===== config.mk =====
export PLATFORM = sky130hd
export DESIGN_NAME = ppi_bus_ctrl
export DESIGN_NICKNAME = d
export VERILOG_FILES = /design/src/rtl/ppi_bus_ctrl_pkg.sv /design/src/rtl/ppi_bus_ctrl_sync.sv /design/src/rtl/ppi_bus_ctrl.sv
export SDC_FILE = /design/constraint.sdc
export NUM_CORES = 1
export LEC_CHECK = 0
export CORE_MARGIN = 3
export CORE_UTILIZATION = 30
export DETAILED_ROUTE_END_ITERATION = 10
export MAX_ROUTING_LAYER = met4
export PLACE_DENSITY = 0.51
export SLEW_MARGIN = 20
export SYNTH_ARGS = -nofsm -noshare
export SYNTH_HDL_FRONTEND = slang
export SYNTH_SLANG_ARGS = --single-unit

===== constraint.sdc =====
create_clock -name clk -period 2.42 [get_ports clk]
set_clock_uncertainty 0.1 [all_clocks]
set_input_delay 0.484 -clock clk [delete_from_list [all_inputs] [get_ports clk]]
set_output_delay 0.484 -clock clk [all_outputs]
set_load 0.03 [all_outputs]

===== src/rtl/ppi_bus_ctrl_pkg.sv =====
`default_nettype none
// ============================================================================
//  Module  : ppi_pkg
//  Purpose : Shared constants, control-word bit positions, FSM state encoding
//            and the read-data selection helper for the 8255A bus/control
//            stage.
//  Ports   : none (package)
//  Rev     : 1.0  initial release
// ============================================================================
package ppi_pkg;

  // Register addresses presented on a[1:0]
  localparam logic [1:0] ADDR_PA   = 2'b00;
  localparam logic [1:0] ADDR_PB   = 2'b01;
  localparam logic [1:0] ADDR_PC   = 2'b10;
  localparam logic [1:0] ADDR_CTRL = 2'b11;

  // Control word after reset: mode 0, every port an input
  localparam logic [7:0] RESET_CW = 8'h9B;

  // Control-word bit positions (direction bits: 1 = input)
  localparam int MODE_FLAG = 7;
  localparam int DIR_A     = 4;
  localparam int DIR_CU    = 3;
  localparam int DIR_B     = 1;
  localparam int DIR_CL    = 0;

  // Bus-cycle FSM states
  typedef enum logic [1:0] {
    ST_IDLE     = 2'd0,
    ST_WR_ACT   = 2'd1,
    ST_RD_ACT   = 2'd2,
    ST_CONFLICT = 2'd3
  } ppi_state_e;

  // Read-bus value for a register address. Ports configured as inputs
  // return their pins, ports configured as outputs return their latch.
  // Port C is split into independently directed nibbles.
  function automatic logic [7:0] read_mux(
    input logic [1:0] addr,
    input logic [7:0] cw,
    input logic [7:0] pa_pin,
    input logic [7:0] pb_pin,
    input logic [7:0] pc_pin,
    input logic [7:0] pa_lat,
    input logic [7:0] pb_lat,
    input logic [7:0] pc_lat
  );
    logic [7:0] v;
    v = 8'h00;
    case (addr)
      ADDR_PA:   v = cw[DIR_A] ? pa_pin : pa_lat;
      ADDR_PB:   v = cw[DIR_B] ? pb_pin : pb_lat;
      ADDR_PC:   v = {cw[DIR_CU] ? pc_pin[7:4] : pc_lat[7:4],
                      cw[DIR_CL] ? pc_pin[3:0] : pc_lat[3:0]};
      ADDR_CTRL: v = 8'hFF;  // control register is write-only
    endcase
    return v;
  endfunction

endpackage
`default_nettype wire


===== src/rtl/ppi_bus_ctrl_sync.sv =====
`default_nettype none
// ============================================================================
//  Module  : ppi_sync
//  Purpose : STAGES-deep flop chain bringing an asynchronous bus into the clk
//            domain. All bits of one instance move together, so a group of
//            signals sampled on the same edge stays aligned at the output.
//  Ports   : clk      - system clock
//            reset_n  - asynchronous active-low reset (chain loads RST_VAL)
//            i_d      - asynchronous input bus
//            o_q      - synchronized output bus
//  Rev     : 1.0  initial release
// ============================================================================
module ppi_sync #(
  parameter int               WIDTH   = 1,
  parameter int               STAGES  = 2,
  parameter logic [WIDTH-1:0] RST_VAL = '0
) (
  input  logic             clk,
  input  logic             reset_n,
  input  logic [WIDTH-1:0] i_d,
  output logic [WIDTH-1:0] o_q
);

  logic [WIDTH-1:0] r_chain [STAGES];

  always_ff @(posedge clk or negedge reset_n) begin
    if (!reset_n) begin
      for (int i = 0; i < STAGES; i++) begin
        r_chain[i] <= RST_VAL;
      end
    end else begin
      r_chain[0] <= i_d;
      for (int i = 1; i < STAGES; i++) begin
        r_chain[i] <= r_chain[i-1];
      end
    end
  end

  assign o_q = r_chain[STAGES-1];

endmodule
`default_nettype wire


===== src/rtl/ppi_bus_ctrl.sv =====
`default_nettype none
// ============================================================================
//  Module  : ppi_bus_ctrl
//  Purpose : 8255A bus interface and control register. Synchronizes the CPU
//            strobes, decodes writes into mode-set / bit-set-reset / port
//            latch updates and drives registered read data.
//  Ports   : clk, reset_n         - clock, async active-low reset
//            cs_n, rd_n, wr_n     - asynchronous CPU strobes (active low)
//            a[1:0], d_in[7:0]    - CPU address and write data
//            d_out[7:0], d_oe     - read data and read-bus drive enable
//            controlword[7:0]     - current mode word for the port blocks
//            pa/pb/pc_out[7:0]    - port output latches
//            pa/pb/pc_in[7:0]     - port pins
//            mode_set, bsr        - one-cycle commit pulses
//  Rev     : 1.0  initial release
// ============================================================================
module ppi_bus_ctrl #(
  parameter int         SYNC_STAGES = 2,
  parameter logic [7:0] RESET_CW    = ppi_pkg::RESET_CW
) (
  input  logic       clk,
  input  logic       reset_n,
  input  logic       cs_n,
  input  logic       rd_n,
  input  logic       wr_n,
  input  logic [1:0] a,
  input  logic [7:0] d_in,
  output logic [7:0] d_out,
  output logic       d_oe,
  output logic [7:0] controlword,
  output logic [7:0] pa_out,
  output logic [7:0] pb_out,
  output logic [7:0] pc_out,
  input  logic [7:0] pa_in,
  input  logic [7:0] pb_in,
  input  logic [7:0] pc_in,
  output logic       mode_set,
  output logic       bsr
);

  import ppi_pkg::*;

  // --------------------------------------------------------------------------
  // Input synchronization. Strobes idle high, so their chain resets to 1;
  // address/data reset to 0. Both chains have equal depth, keeping address
  // and data aligned with the strobes.
  // --------------------------------------------------------------------------
  logic [2:0] w_strb_s;
  logic [9:0] w_bus_s;

  ppi_sync #(
    .WIDTH   (3),
    .STAGES  (SYNC_STAGES),
    .RST_VAL (3'b111)
  ) u_sync_strb (
    .clk     (clk),
    .reset_n (reset_n),
    .i_d     ({cs_n, rd_n, wr_n}),
    .o_q     (w_strb_s)
  );

  ppi_sync #(
    .WIDTH   (10),
    .STAGES  (SYNC_STAGES),
    .RST_VAL (10'h000)
  ) u_sync_bus (
    .clk     (clk),
    .reset_n (reset_n),
    .i_d     ({a, d_in}),
    .o_q     (w_bus_s)
  );

  // Active-high synchronized views
  logic       w_s_cs;
  logic       w_s_rd;
  logic       w_s_wr;
  logic [1:0] w_s_a;
  logic [7:0] w_s_d;

  assign w_s_cs = ~w_strb_s[2];
  assign w_s_rd = ~w_strb_s[1];
  assign w_s_wr = ~w_strb_s[0];
  assign w_s_a  = w_bus_s[9:8];
  assign w_s_d  = w_bus_s[7:0];

  // --------------------------------------------------------------------------
  // Bus-cycle FSM with all outputs registered
  // --------------------------------------------------------------------------
  ppi_state_e r_state;
  logic [1:0] r_addr;
  logic [7:0] r_data;
  logic [7:0] r_cw;
  logic [7:0] r_pa;
  logic [7:0] r_pb;
  logic [7:0] r_pc;
  logic [7:0] r_dout;
  logic       r_doe;
  logic       r_mode_set;
  logic       r_bsr;

  always_ff @(posedge clk or negedge reset_n) begin
    if (!reset_n) begin
      r_state    <= ST_IDLE;
      r_addr     <= 2'b00;
      r_data     <= 8'h00;
      r_cw       <= RESET_CW;
      r_pa       <= 8'h00;
      r_pb       <= 8'h00;
      r_pc       <= 8'h00;
      r_dout     <= 8'h00;
      r_doe      <= 1'b0;
      r_mode_set <= 1'b0;
      r_bsr      <= 1'b0;
    end else begin
      // Commit pulses are single-cycle by default
      r_mode_set <= 1'b0;
      r_bsr      <= 1'b0;

      case (r_state)
        ST_IDLE: begin
          if (w_s_cs) begin
            if (w_s_rd && w_s_wr) begin
              r_state <= ST_CONFLICT;
            end else if (w_s_wr) begin
              r_state <= ST_WR_ACT;
              r_addr  <= w_s_a;
              r_data  <= w_s_d;
            end else if (w_s_rd) begin
              // Drive valid data on the same edge d_oe rises, using the
              // address being captured rather than the stale r_addr.
              r_state <= ST_RD_ACT;
              r_addr  <= w_s_a;
              r_doe   <= 1'b1;
              r_dout  <= read_mux(w_s_a, r_cw, pa_in, pb_in, pc_in,
                                  r_pa, r_pb, r_pc);
            end
          end
        end

        ST_WR_ACT: begin
          // A read strobe overlapping a write aborts it without commit.
          // cs_n is deliberately ignored here: the address is already held.
          if (w_s_rd) begin
            r_state <= ST_CONFLICT;
          end else if (!w_s_wr) begin
            r_state <= ST_IDLE;
            case (r_addr)
              ADDR_PA: r_pa <= r_data;
              ADDR_PB: r_pb <= r_data;
              ADDR_PC: r_pc <= r_data;
              ADDR_CTRL: begin
                if (r_data[MODE_FLAG]) begin
                  // Mode set also clears every output latch
                  r_cw       <= r_data;
                  r_pa       <= 8'h00;
                  r_pb       <= 8'h00;
                  r_pc       <= 8'h00;
                  r_mode_set <= 1'b1;
                end else begin
                  // Bit set/reset: d[3:1] selects the port C bit, d[0] value
                  r_pc[r_data[3:1]] <= r_data[0];
                  r_bsr             <= 1'b1;
                end
              end
            endcase
          end else begin
            // Data is only taken while the strobe is still asserted, so a
            // CPU changing d_in after releasing wr_n cannot corrupt it.
            r_data <= w_s_d;
          end
        end

        ST_RD_ACT: begin
          if (!w_s_rd || !w_s_cs) begin
            r_state <= ST_IDLE;
            r_doe   <= 1'b0;
          end else begin
            r_dout <= read_mux(r_addr, r_cw, pa_in, pb_in, pc_in,
                               r_pa, r_pb, r_pc);
          end
        end

        ST_CONFLICT: begin
          r_doe <= 1'b0;
          if (!w_s_rd && !w_s_wr) begin
            r_state <= ST_IDLE;
          end
        end

        default: begin
          r_state <= ST_IDLE;
          r_doe   <= 1'b0;
        end
      endcase
    end
  end

  assign d_out       = r_dout;
  assign d_oe        = r_doe;
  assign controlword = r_cw;
  assign pa_out      = r_pa;
  assign pb_out      = r_pb;
  assign pc_out      = r_pc;
  assign mode_set    = r_mode_set;
  assign bsr         = r_bsr;

endmodule
`default_nettype wire


### Yosys cells after proc, flatten, opt, wreduce, memory -nomap -nowiden

Index checks and enable logic that the tools add are counted.

| word-level totals | value |
|---|---|
| bits in registers | 80 |
| output and inout bits | 43 |
| word-level logic and storage cells | 116 |

| cells by class | value |
|---|---|
| order comparisons | 2 |
| eq/ne operators | 21 |
| mux-type cells | 52 |
| bitwise operators | 4 |
| reduce and logical (&&, ||, !) cells | 22 |

Operators by type and width:

| operator | number |
|---|---|
| $mux W8 | 13 |
| $pmux W8 S2 | 5 |
| $pmux W8 S4 | 2 |
| $mux W2 | 10 |
| $reduce_and A5 Y1 | 4 |
| $mux W1 | 16 |
| $ne A2 B2 Y1 const B | 8 |
| $eq A2 B2 Y1 const B | 6 |
| $reduce_and A4 Y1 | 3 |
| $reduce_and A6 Y1 | 2 |
| $reduce_bool A2 Y1 | 5 |
| $bwmux W8 | 1 |
| $mux W4 | 2 |
| $pmux W2 S4 | 1 |
| $eq A2 B1 Y1 const B | 3 |
| $logic_not A2 Y1 | 3 |
| $lt A3 B4 Y1 const B | 1 |
| $ne A2 B1 Y1 const B | 2 |
| $ne A4 B4 Y1 const B | 1 |
| $not A1 Y1 | 4 |
| $demux W1 S3 | 1 |
| $ge A3 B1 Y1 const B | 1 |
| $logic_and A1 B1 Y1 | 3 |
| $ne A3 B3 Y1 const B | 1 |
| other kinds (3) | 3 |

### Depth between registers and ports, before layout

Gate-level depths: netlist (run 1).

| logic depth | value |
|---|---|
| depth in word-level cells | 7 |
| gate-level depth with buffers | 7 |
| gate-level depth less buffers | 4 |

### Hierarchy

A second synthesis (run 1) with hierarchy kept.

| second synthesis, totals | value |
|---|---|
| cell total of the unflattened synthesis | 345 |
| area, all modules | 3711.1 µm² |

By module, submodules not included:

| module | instances | cells an instance | area an instance (µm²) |
|---|---|---|---|
| ppi_bus_ctrl | 1 | 306 | 2955.3 |
| ppi_sync at u_sync_bus | 1 | 30 | 575.6 |
| ppi_sync at u_sync_strb | 1 | 9 | 180.2 |

### Least setup slack after synthesis (run 1)

No wires, ideal clock.

| timing path | value |
|---|---|
| path kind | reg2reg |
| start | reg u_sync_strb.r_chain, in the netlist u_sync_strb.o_q[0] |
| end | reg r_cw[2], in the netlist controlword[2] |
| setup time | 125 ps |
| arrival time | 1490 ps |
| data required time | 2195 ps |
| slack | 704 ps |
| stages on the path, launching flop included | 7 |
| buffers on the path | 3 |
| path through | dfstp_2 buf_4 and4b_1 buf_6 and2_4 buf_6 mux2_4 |

| on the way | value |
|---|---|
| word-level cells in the longest chain between the ends | 1 |

RTL lines:

| element | line | RTL |
|---|---|---|
| from (decl) | ppi_bus_ctrl_sync.sv:24 | `logic [WIDTH-1:0] r_chain [STAGES];` |
| from (signal, indexed assignment) | ppi_bus_ctrl_sync.sv:34 | `r_chain[i] <= r_chain[i-1];` |
| $reduce_and A5 Y1 (no line) | n/a |  |
| to (signal assigned) | ppi_bus_ctrl.sv:154 | `r_cw <= r_data;` |
| to (decl) | ppi_bus_ctrl.sv:92 | `logic [7:0] r_cw;` |

No other way between the ends.
A chain may end at the register's enable or synchronous reset.

### Worst setup path in the final report (run 1)

| timing path | value |
|---|---|
| start | reg r_cw[0], in the netlist controlword[0] |
| end | out controlword[0] |

RTL lines:

| element | line | RTL |
|---|---|---|
| to (decl) | ppi_bus_ctrl.sv:30 | `output logic [7:0] controlword,` |

No word-level cell between the ends.

==> insert_results.sql, run 1 <==
INSERT INTO impl_metrics (metric_group, metric, value, unit) VALUES
('worst_setup_path', 'worst_setup_path_end_kind', 'primary output', ''),
('floorplanning', 'coreArea', '11560', 'um2'),
('timing', 'max_freq', '0.4408', 'GHz'),
('power_and_ir_drop', 'max-vdd-ir-drop', '393.4', 'uV'),
('timing', 'slew_viol_final', '0', ''),
('yosys', 'synth_area_per_cell', '11.08', 'um2'),
('yosys', 'ys_warn_count', '0', ''),
('detailed_routing', 'finalWirelength', '9329', 'um'),
('flow_run', 'total_of_max_cap_violations', '0', ''),
('global_route', 'grt_pass1_vias', '2651', ''),
('yosys', 'synth-edff-count', '0', ''),
('cts', 'ctsHtreeMaxLevel', '3', ''),
('worst_setup_path', 'cp-start-kind', 'register', ''),
('detailed_routing', 'route.vias.total', '2687', ''),
('worst_setup_path', 'worstSetupPathDepth', '1', ''),
('yosys', 'synth_ff_type', 'sky130_fd_sc_hd__dfrtp_1', ''),
('cts', 'cts.clk_slew.worst_paths', '0.06', 'ns'),
('global_route', 'largest_net_degree_at_the_start_of_global_routing', '52', ''),
('worst_setup_path', 'cp_arrival', '1.68', 'ns'),
('worst_setup_path', 'worst_r2r_dst', 'pc_out[6]', ''),
('place', 'hpwlAfterDp', '7011', 'um'),
('final_layout', 'drive_gt1_frac', '0.1302', ''),
('global_route', 'grt_overflow', '0', ''),
('yosys', 'number_of_nets_produced_by_synthesis', '364', ''),
('global_route', 'wire_length_of_the_first_global_routing_pass', '14800', 'um'),
('place', 'placer_congestion_estimate', '0.8100', ''),
('place', 'dp.cells', '533', ''),
('detailed_routing', 'drt.antenna.violating_nets', '0', ''),
('floorplanning', 'die_h', '115.6', 'um'),
('worst_setup_path', 'cp_slowest_cell', 'sky130_fd_sc_hd__clkdlybuf4s50_1', ''),
('cts', 'cts_tree', 'built', ''),
('power_and_ir_drop', 'p_leak', '1.973', 'nW'),
('place', 'placement.setup.worst_slack', '0.4958', 'ns'),
('worst_setup_path', 'ff2ff_path_depth', '4', ''),
('detailed_routing', 'drt_pre_antenna_iters', '4', ''),
('cts', 'clock_latency', '0.34', 'ns'),
('yosys', 'count_of_state_elements_after_synthesis', '80', ''),
('floorplanning', 'design.die.area', '13350', 'um2'),
('worst_setup_path', 'delay_of_the_slowest_cell_on_the_worst_path', '0.73', 'ns'),
('timing', 'hold_violations', '0', ''),
('floorplanning', 'floorplan.rows', '39', ''),
('worst_setup_path', 'worst-r2r-setup-slack', '0.58', 'ns'),
('cts', 'cts-root-buf', 'sky130_fd_sc_hd__clkbuf_16', ''),
('timing', 'timing.final.crit_share', '0.9374', ''),
('final_layout', 'design.final.nets', '441', ''),
('worst_setup_path', 'worst_path_bufs_invs', '1', ''),
('cts', 'cts_post_setup_buffers_inserted', '0', ''),
('worst_setup_path', 'r2r-start', 'u_sync_strb.o_q[0]', ''),
('detailed_routing', 'drt-wirelength-per-cell', '16.96', 'um'),
('worst_setup_path', 'critPathMaxFanout', '6', ''),
('worst_setup_path', 'timing.setup.critical_path_class', 'register to primary output', ''),
('outcome', 'run_status', 'completed', ''),
('cts', 'cts-buffers-inserted', '9', ''),
('timing', 'timing.final.ws_setup', '0.1515', 'ns'),
('cts', 'clock_sinks', '80', ''),
('min_path', 'worst_hold_path_type', 'register to register', ''),
('yosys', 'async_reset_ff_frac', '1.000', ''),
('global_route', 'grt.total_usage', '0.1519', ''),
('final_layout', 'stdcell_count', '550', ''),
('cts', 'cts-root-to-sink-buffers', '2', ''),
('worst_setup_path', 'cp-endpoint', 'controlword[0]', ''),
('cts', 'ctsResizeCount', '0', ''),
('timing', 'final.setup.tns', '0', 'ns'),
('final_layout', 'layout.cells.most_common_list', '79 x sky130_fd_sc_hd__clkdlybuf4s50_1, 70 x sky130_fd_sc_hd__dfrtp_1, 40 x sky130_fd_sc_hd__nand2_1', ''),
('floorplanning', 'io_pins', '82', ''),
('power_and_ir_drop', 'areal_power_density_over_the_cells', '1130', 'nW/um2'),
('worst_setup_path', 'required', '1.84', 'ns'),
('timing', 'worst_hold_slack', '0.2468', 'ns'),
('detailed_routing', 'detailedRoute.firstIterationViolations', '122', ''),
('detailed_routing', 'route.detailed.drc', '0', ''),
('yosys', 'count_of_distinct_cell_types_in_the_synthesized_netlist', '42', '');
[power by group]
| group | internal [mW] | switching (mW) | leakage (nW) | total, mW |
|---|---|---|---|---|
| registers | 1.67 | 0.370 | 0.961 | 2.04 |
| clock network | 0.728 | 0.510 | 0.127 | 1.24 |
| logic | 0.942 | 1.20 | 0.885 | 2.14 |
[worst min path at each step]
stage / startpoint / end / slack [ns] / cells after the start
5_1_grt: u_sync_bus.r_chain[15] / u_sync_bus.o_q[5] / 0.25 / 0
3_5_place_dp: u_sync_bus.r_chain[11] / u_sync_bus.o_q[1] / 0.23 / 0
4_1_cts: u_sync_bus.r_chain[14] / u_sync_bus.o_q[4] / 0.25 / 0
2_1_floorplan: reset_n / bsr / 0.09 / 0
6_report: u_sync_bus.r_chain[16] / u_sync_bus.o_q[6] / 0.25 / 0
3_3_place_gp: u_sync_bus.r_chain[15] / u_sync_bus.o_q[5] / 0.23 / 0
[area by class of cell]
type | count | area [um2]
clock inverter | 2 | 16.27
multi-input combinational | 221 | 1453
inverter | 2 | 7.507
timing repair buffer | 88 | 873.3
sequential | 80 | 2014
clock buffer | 14 | 254.0
fill | 1103 | 6768
tap | 143 | 178.9
[cell usage after synthesis, types with 3 or more instances]
master                     number  share of area
sky130_fd_sc_hd__buf_2          7         0.0097
sky130_fd_sc_hd__nand3_1        8          0.011
sky130_fd_sc_hd__nor2b_1        8          0.014
sky130_fd_sc_hd__buf_6          3         0.0094
sky130_fd_sc_hd__nand2_1       40          0.042
sky130_fd_sc_hd__a31oi_1        9          0.016
sky130_fd_sc_hd__a21o_1         4         0.0083
sky130_fd_sc_hd__buf_4          3         0.0063
sky130_fd_sc_hd__o22ai_1        6          0.010
sky130_fd_sc_hd__dfstp_2       10          0.073
sky130_fd_sc_hd__a22oi_1       10          0.021
sky130_fd_sc_hd__dfrtp_1       70           0.49
sky130_fd_sc_hd__clkbuf_1       8         0.0083
sky130_fd_sc_hd__o21ai_0       23          0.032
sky130_fd_sc_hd__mux2_2        13          0.041
sky130_fd_sc_hd__mux2_4         7          0.029
sky130_fd_sc_hd__mux2i_1       28          0.078
sky130_fd_sc_hd__a21oi_1       21          0.029
sky130_fd_sc_hd__nand3b_1       3         0.0063
sky130_fd_sc_hd__nor2_1        18          0.019
[through the flow]
| stage | instance area, um2 | total power [mW] |
|---|---|---|
| finish | 4797 | 5.419 |
| global route | 4797 | 5.749 |
| CTS | 4797 | 5.485 |
| detailed placement | 4517 | 4.219 |
| global placement | 4517 | 4.199 |
| floorplan | 3601 | 3.290 |
[logic make-up (layout without fill, tap and decap cells)]
logic type	after synthesis	count (layout)	share of synthesized area
other	1	1	0.001041
xor gates and xnor gates	1	1	0.002433
muxes	48	48	0.1477
buffers and inverters	24	106	0.03718
and+or+nand+nor	90	90	0.1188
AOI/OAI and AO/OA	81	81	0.1334
DFF	80	80	0.5594
[per-layer routing]
layer | routed length [um] | vias to the layer above | GRT usage | part of all wire
met5 | 0 | - | - | 0
met4 | 181 | 0 | 0.05243 | 0.019
met3 | 435 | 12 | 0.03864 | 0.047
met2 | 4540 | 74 | 0.2350 | 0.49
met1 | 4172 | 1297 | 0.1945 | 0.45
li1 | - | 1304 | - | -
[repair_timing]
item                                   in CTS  in global routing
endpoints found under the hold margin      25                  0
hold buffers                                1                  0
setup endpoints to repair                   0                  0
[state kept, by name, indices dropped and copies added (netlist names)]
signal,flops
bsr,1
controlword,7
d_oe,1
d_out,8
mode_set,1
pa_out,8
pb_out,8
pc_out,8
r_addr,2
r_data,8
r_state,2
u_sync_bus.o_q,10
u_sync_bus.r_chain,10
u_sync_strb.o_q,3
u_sync_strb.r_chain,3
Power figures use the tool's default switching activity.
==> inputs of run 2 (changes only) <==
- DONT_BUFFER_PORTS: default -> 1
- PLACE_DENSITY: 0.51 -> 0.43
==> run 2 against run 1 <==
Compared with the run above:
- the run now ends with hold timing left
- utilization decreased by 7.3 points
- via count is 13% lower
- maximum frequency is 11% higher
- cell area fell by 18%
- sequential power up 27%
- clock power is essentially flat
- die area stayed put
- clock-buffer cell count fell by 4
- flip-flop and latch count unchanged
- hold slack got worse by 0.51 ns
==> insert_results.sql, run 2 (synthesized netlist as in run 1, its figures left out) <==
INSERT INTO impl_metrics (metric_group, metric, value, unit) VALUES
('final_layout', 'drive_gt1_frac', '0.1584', ''),
('timing', 'timing.final.crit_share', '0.8464', ''),
('cts', 'cts_post_setup_buffers_inserted', '0', ''),
('flow_run', 'total_of_max_cap_violations', '0', ''),
('floorplanning', 'fp.dieW', '115.6', 'um'),
('timing', 'worst_hold_slack', '-0.2601', 'ns'),
('cts', 'cts.clk_slew.worst_paths', '0.06', 'ns'),
('worst_setup_path', 'worst_setup_path_end_kind', 'register', ''),
('global_route', 'wire_length_of_the_first_global_routing_pass', '14630', 'um'),
('detailed_routing', 'drt_pre_antenna_iters', '4', ''),
('global_route', 'grt_overflow', '0', ''),
('final_layout', 'layout-area-overhead-vs-synth', '9.729', '%'),
('detailed_routing', 'finalWirelength', '9425', 'um'),
('timing', 'setup_viol', '0', ''),
('place', 'placer_congestion_estimate', '0.8157', ''),
('place', 'portBuffers', '0', ''),
('cts', 'ctsHtreeMaxLevel', '3', ''),
('detailed_routing', 'route.vias.total', '2350', ''),
('place', 'hpwlAfterDp', '6924', 'um'),
('floorplanning', 'floorplan.rows', '39', ''),
('floorplanning', 'start_util', '0.3114', ''),
('worst_setup_path', 'cp-start-kind', 'register', ''),
('detailed_routing', 'drt.antenna.violating_nets', '0', ''),
('timing', 'rsz0062_at_grt', 'no', ''),
('worst_setup_path', 'critPathMaxFanout', '16', ''),
('timing', 'hold_violations', '80', ''),
('cts', 'ctsResizeCount', '0', ''),
('timing', 'max_freq', '0.4882', 'GHz'),
('global_route', 'grt_pass1_vias', '2366', ''),
('cts', 'cts-buffers-inserted', '9', ''),
('final_layout', 'layout.filler_cells', '1168', ''),
('global_route', 'largest_net_degree_at_the_start_of_global_routing', '81', ''),
('power_and_ir_drop', 'p_leak', '1.644', 'nW'),
('global_route', 'grt_antenna_before_repair', '0', ''),
('cts', 'clock_sinks', '80', ''),
('floorplanning', 'io_pins', '82', ''),
('timing', 'worst_pin_slew', '0.7136', 'ns'),
('outcome', 'run_status', 'finished, violations left', ''),
('worst_setup_path', 'required', '2.53', 'ns'),
('final_layout', 'design.final.nets', '356', ''),
('cts', 'cts_tree', 'built', ''),
('power_and_ir_drop', 'areal_power_density_over_the_cells', '1242', 'nW/um2'),
('worst_setup_path', 'timing.setup.critical_path_class', 'register to register', ''),
('timing', 'timing.max_slew.rel_slack', '0.5211', ''),
('timing', 'slew_viol_final', '0', ''),
('cts', 'cts-root-to-sink-buffers', '2', ''),
('cts', 'clock_latency', '0.34', 'ns'),
('floorplanning', 'die_h', '115.6', 'um'),
('final_layout', 'num_antenna_cells', '0', ''),
('detailed_routing', 'drt-wirelength-per-cell', '20.27', 'um'),
('power_and_ir_drop', 'max-vdd-ir-drop', '419.8', 'uV'),
('final_layout', 'leading_cell_type_in_the_layout_fill_and_taps_excluded', 'sky130_fd_sc_hd__dfrtp_1', ''),
('detailed_routing', 'route.detailed.drc', '0', ''),
('timing', 'final.setup.tns', '0', 'ns'),
('detailed_routing', 'detailedRoute.firstIterationViolations', '163', ''),
('floorplanning', 'design.die.area', '13350', 'um2'),
('detailed_routing', 'drt-vias-per-instance', '5.054', ''),
('global_route', 'grt.total_usage', '0.1553', ''),
('timing', 'finalCriticalPeriod', '2.048', 'ns'),
('worst_setup_path', 'cp_arrival', '2.16', 'ns'),
('min_path', 'worst_hold_path_type', 'input pin to async pin', ''),
('cts', 'cts-root-buf', 'sky130_fd_sc_hd__clkbuf_16', ''),
('final_layout', 'layout.cells.most_common_list', '70 x sky130_fd_sc_hd__dfrtp_1, 40 x sky130_fd_sc_hd__nand2_1, 28 x sky130_fd_sc_hd__mux2i_1', ''),
('floorplanning', 'coreArea', '11560', 'um2'),
('outcome', 'failed_checks', 'hold timing', '');
## run 2: per-stage QoR
stage | utilization | std cells | total power [mW] | cell area, um2 | setup slack (ns)
detailed placement | 0.3179 | 449 | 3.696 | 3676 | 0.4106
finish | 0.3417 | 465 | 4.909 | 3951 | 0.3717
global placement | 0.3179 | 449 | 3.690 | 3676 | 0.4522
CTS | 0.3417 | 465 | 4.990 | 3951 | 0.3902
global route | 0.3417 | 465 | 5.216 | 3951 | 0.1336
floorplan | - | 325 | 3.290 | 3601 | 0.7045
## run 2: worst max-delay path, cell delays in order, from the launching register on
cell                       delay (ns)
sky130_fd_sc_hd__dfrtp_1         0.67
sky130_fd_sc_hd__nand3b_1        0.55
sky130_fd_sc_hd__nand3_2         0.46
sky130_fd_sc_hd__o21ai_0         0.14
## run 2: metal layers
metal	GRT usage	wire [um]	vias up
met3	0.05170	505	14
met2	0.2296	4569	47
li1	-	-	1139
met4	0.05869	150	0
met1	0.1980	4199	1150
met5	-	0	-
## run 2: area by class of cell
cell class | instances | area (um2) | area share
Inverter | 2 | 7.507 | 0.001900
Multi-Input combinational cell | 221 | 1453 | 0.3676
Tap cell | 143 | 178.9 | 0.04528
Clock buffer | 10 | 229.0 | 0.05795
Clock inverter | 6 | 46.29 | 0.01172
Sequential cell | 80 | 2014 | 0.5098
Timing Repair Buffer | 3 | 22.52 | 0.005700
## run 2: worst paths after layout
check | startpoint | to | slack (ns) | cells past startpoint
worst max register to register | r_addr[1] | pb_out[7] | 0.37 | 3
worst min-delay path | reset_n | d_oe | -0.26 | 0
min in group clk | cs_n | u_sync_strb.r_chain[5] | 0.04 | 0
max in group asynchronous | reset_n | controlword[0] | 2.24 | 0
worst max-delay path | r_addr[1] | pb_out[7] | 0.37 | 3
worst min register to register | u_sync_bus.r_chain[12] | u_sync_bus.o_q[2] | 0.25 | 0
## run 2: report_power, final
group          leakage (nW)  switching (mW)  internal [mW]
Combinational         0.553           0.571          0.484
Clock                 0.129           0.556          0.699
Sequential            0.961           0.934           1.67
==> inputs of run 3 (changes only) <==
- PLACE_DENSITY: 0.43 -> 0.44
- clock period: 2.42 -> 1.79 ns (I/O delays scaled with it)
==> run 3 against run 2 <==
Compared with the run above:
- the flow still finishes with violations (hold timing)
- combinational power rose by 55%
- clock-buffer cell count did not move
- critical path depth fell by 2
- utilization rose by 2.9 points
- die area did not move
- routed wire length fell by 0.25%
- non-clock buffer count rose by 31
- first-iteration DRC count fell by 22%
- cell count rose by 6.7%
- critical endpoint is now controlword[4]
- largest cell class unchanged
==> insert_results.sql, run 3 (synthesized netlist as in run 1, its figures left out) <==
INSERT INTO impl_metrics (metric_group, metric, value, unit) VALUES
('outcome', 'run_status', 'finished, violations left', ''),
('outcome', 'failed_checks', 'hold timing', ''),
('floorplanning', 'io_pins', '82', ''),
('worst_setup_path', 'timing.setup.critical_path_class', 'register to primary output', ''),
('detailed_routing', 'route.vias.total', '2521', ''),
('final_layout', 'drive_gt1_frac', '0.2040', ''),
('final_layout', 'layout.cell_area.non_filler', '4292', 'um2'),
('cts', 'clock_sinks', '80', ''),
('detailed_routing', 'drt_pre_antenna_iters', '4', ''),
('final_layout', 'stdcell_count', '496', ''),
('worst_setup_path', 'cp_arrival', '1.28', 'ns'),
('power_and_ir_drop', 'power.switching', '2.825', 'mW'),
('cts', 'cts-buffers-inserted', '9', ''),
('place', 'portBuffers', '0', ''),
('floorplanning', 'floorplan.rows', '39', ''),
('floorplanning', 'start_util', '0.3114', ''),
('place', 'place_area', '3836', 'um2'),
('final_layout', 'layout-area-overhead-vs-synth', '19.18', '%'),
('final_layout', 'design.final.nets', '387', ''),
('worst_setup_path', 'required', '1.33', 'ns'),
('detailed_routing', 'drt.antenna.violating_nets', '0', ''),
('detailed_routing', 'route.detailed.drc', '0', ''),
('timing', 'max_freq', '0.5754', 'GHz'),
('worst_setup_path', 'cp_slowest_cell', 'sky130_fd_sc_hd__dfstp_4', ''),
('final_layout', 'leading_cell_type_in_the_layout_fill_and_taps_excluded', 'sky130_fd_sc_hd__dfrtp_1', ''),
('global_route', 'grt_overflow', '0', ''),
('cts', 'cts.clk_slew.worst_paths', '0.06', 'ns'),
('final_layout', 'layout.cells.most_common_list', '70 x sky130_fd_sc_hd__dfrtp_1, 40 x sky130_fd_sc_hd__nand2_1, 27 x sky130_fd_sc_hd__mux2i_1', ''),
('cts', 'cts-root-to-sink-buffers', '2', ''),
('power_and_ir_drop', 'share_seq_of_total_power', '0.491', ''),
('final_layout', 'final_core_util', '0.3711', ''),
('worst_setup_path', 'delay_of_the_slowest_cell_on_the_worst_path', '0.73', 'ns'),
('power_and_ir_drop', 'finalPower', '6.992', 'mW'),
('floorplanning', 'fp.dieW', '115.6', 'um'),
('timing', 'setup_viol', '0', ''),
('power_and_ir_drop', 'max-vdd-ir-drop', '760.2', 'uV'),
('floorplanning', 'coreArea', '11560', 'um2'),
('timing', 'finalCriticalPeriod', '1.738', 'ns'),
('power_and_ir_drop', 'sw_frac_of_total', '0.4041', ''),
('timing', 'rsz0062_at_grt', 'no', ''),
('worst_setup_path', 'worst_path_bufs_invs', '1', ''),
('global_route', 'grt.total_usage', '0.1554', ''),
('global_route', 'grt_pass1_vias', '2573', ''),
('global_route', 'wire_length_of_the_first_global_routing_pass', '14770', 'um'),
('timing', 'timing.final.crit_share', '0.9709', ''),
('place', 'placer_congestion_estimate', '0.8128', ''),
('cts', 'cts-root-buf', 'sky130_fd_sc_hd__clkbuf_16', ''),
('global_route', 'grt_antenna_before_repair', '0', ''),
('detailed_routing', 'drt-vias-per-instance', '5.083', ''),
('place', 'hpwlAfterDp', '6963', 'um'),
('final_layout', 'num_antenna_cells', '0', ''),
('place', 'placement.setup.worst_slack', '0.04379', 'ns'),
('timing', 'slew_viol_final', '0', ''),
('power_and_ir_drop', 'combinationalPowerShare', '0.233', ''),
('power_and_ir_drop', 'clkPwrFrac', '0.276', ''),
('detailed_routing', 'drt-wirelength-per-cell', '18.95', 'um'),
('timing', 'timing.final.ws_setup', '0.05207', 'ns'),
('worst_setup_path', 'cpLargestDelayFamily', 'flip-flops', ''),
('timing', 'worst_hold_slack', '-0.3968', 'ns'),
('worst_setup_path', 'worst_setup_path_end_kind', 'primary output', ''),
('cts', 'ctsHtreeMaxLevel', '3', ''),
('worst_setup_path', 'cp-start-kind', 'register', ''),
('cts', 'cts_post_setup_buffers_inserted', '0', ''),
('detailed_routing', 'detailedRoute.firstIterationViolations', '127', ''),
('power_and_ir_drop', 'areal_power_density_over_the_cells', '1629', 'nW/um2'),
('power_and_ir_drop', 'p_int', '4.167', 'mW'),
('worst_setup_path', 'critPathMaxFanout', '9', ''),
('cts', 'clock_latency', '0.35', 'ns'),
('flow_run', 'total_of_max_cap_violations', '0', ''),
('min_path', 'worst_hold_path_type', 'input pin to async pin', ''),
('floorplanning', 'design.die.area', '13350', 'um2'),
('detailed_routing', 'finalWirelength', '9401', 'um'),
('floorplanning', 'die_h', '115.6', 'um'),
('cts', 'cts_tree', 'built', ''),
('power_and_ir_drop', 'p_leak', '1.824', 'nW'),
('global_route', 'largest_net_degree_at_the_start_of_global_routing', '81', ''),
('timing', 'hold_violations', '80', ''),
('cts', 'cts_hold_buf', '13', ''),
('place', 'dp.cells', '467', ''),
('worst_setup_path', 'cp_cell_sequence', 'buf_4', ''),
('timing', 'final.setup.tns', '0', 'ns');
## run 3: changes by cell type in the layout (fill, tap and decap cells not counted), moves of 2 or more
cell / delta
sky130_fd_sc_hd__inv_6: +2
sky130_fd_sc_hd__clkinvlp_4: -2
sky130_fd_sc_hd__dlygate4sd3_1: +13
sky130_fd_sc_hd__dfstp_4: +2
sky130_fd_sc_hd__buf_4: +16
sky130_fd_sc_hd__dfstp_2: -2
sky130_fd_sc_hd__buf_12: +2
## run 3: cell type report
| type | count | area, um2 |
|---|---|---|
| clock buffer | 10 | 239.0 |
| clock inverter | 6 | 73.82 |
| fill | 1129 | 7273 |
| inverter | 2 | 7.507 |
| multi-input combinational | 221 | 1458 |
| sequential | 80 | 2022 |
| tap | 143 | 178.9 |
| timing repair buffer | 34 | 312.8 |
## run 3: routing by layer
metal	global-route usage	part of all wire	vias to the layer above
met5	-	0	-
met4	0.05712	0.020	0
met3	0.05692	0.071	17
met2	0.2350	0.49	73
met1	0.1911	0.42	1231
li1	-	-	1200
## run 3: worst paths after layout
kind                                             start           endpoint  slack [ns]  depth (start not counted)
worst max-delay path                    controlword[4]     controlword[4]        0.05                          1
worst min-delay path                           reset_n          pa_out[3]       -0.40                          0
worst max register to register      u_sync_strb.o_q[0]          r_addr[1]        0.11                          4
worst min register to register  u_sync_bus.r_chain[13]  u_sync_bus.o_q[3]        0.25                          0
max in group asynchronous                      reset_n     controlword[4]        1.77                          0
min in group clk                u_sync_bus.r_chain[13]  u_sync_bus.o_q[3]        0.25                          0
## run 3: power by group through the flow
stage | registers [mW] | logic, mW | clock network (mW)
after detailed placement | 3.47 | 1.60 | 0
after global placement | 3.47 | 1.58 | 0
after floorplan | 3.20 | 1.26 | 0
after global routing | 3.52 | 1.82 | 2.06
final | 3.43 | 1.63 | 1.93
after CTS | 3.44 | 1.63 | 1.99
## run 3: timing repair
| item | in CTS | in global routing |
|---|---|---|
| resized for setup | 1 | 3 |
| endpoints found under the setup margin | 1 | 13 |
| hold endpoints to repair | 93 | 80 |
## run 3: worst reg2reg max path, delay by kind of cell (launching register included)
kind	cells	cell delay, ns
buf+inv	1	0.14
simple gates	1	0.45
xor+xnor	1	0.06
flops	1	0.53
mux	1	0.30
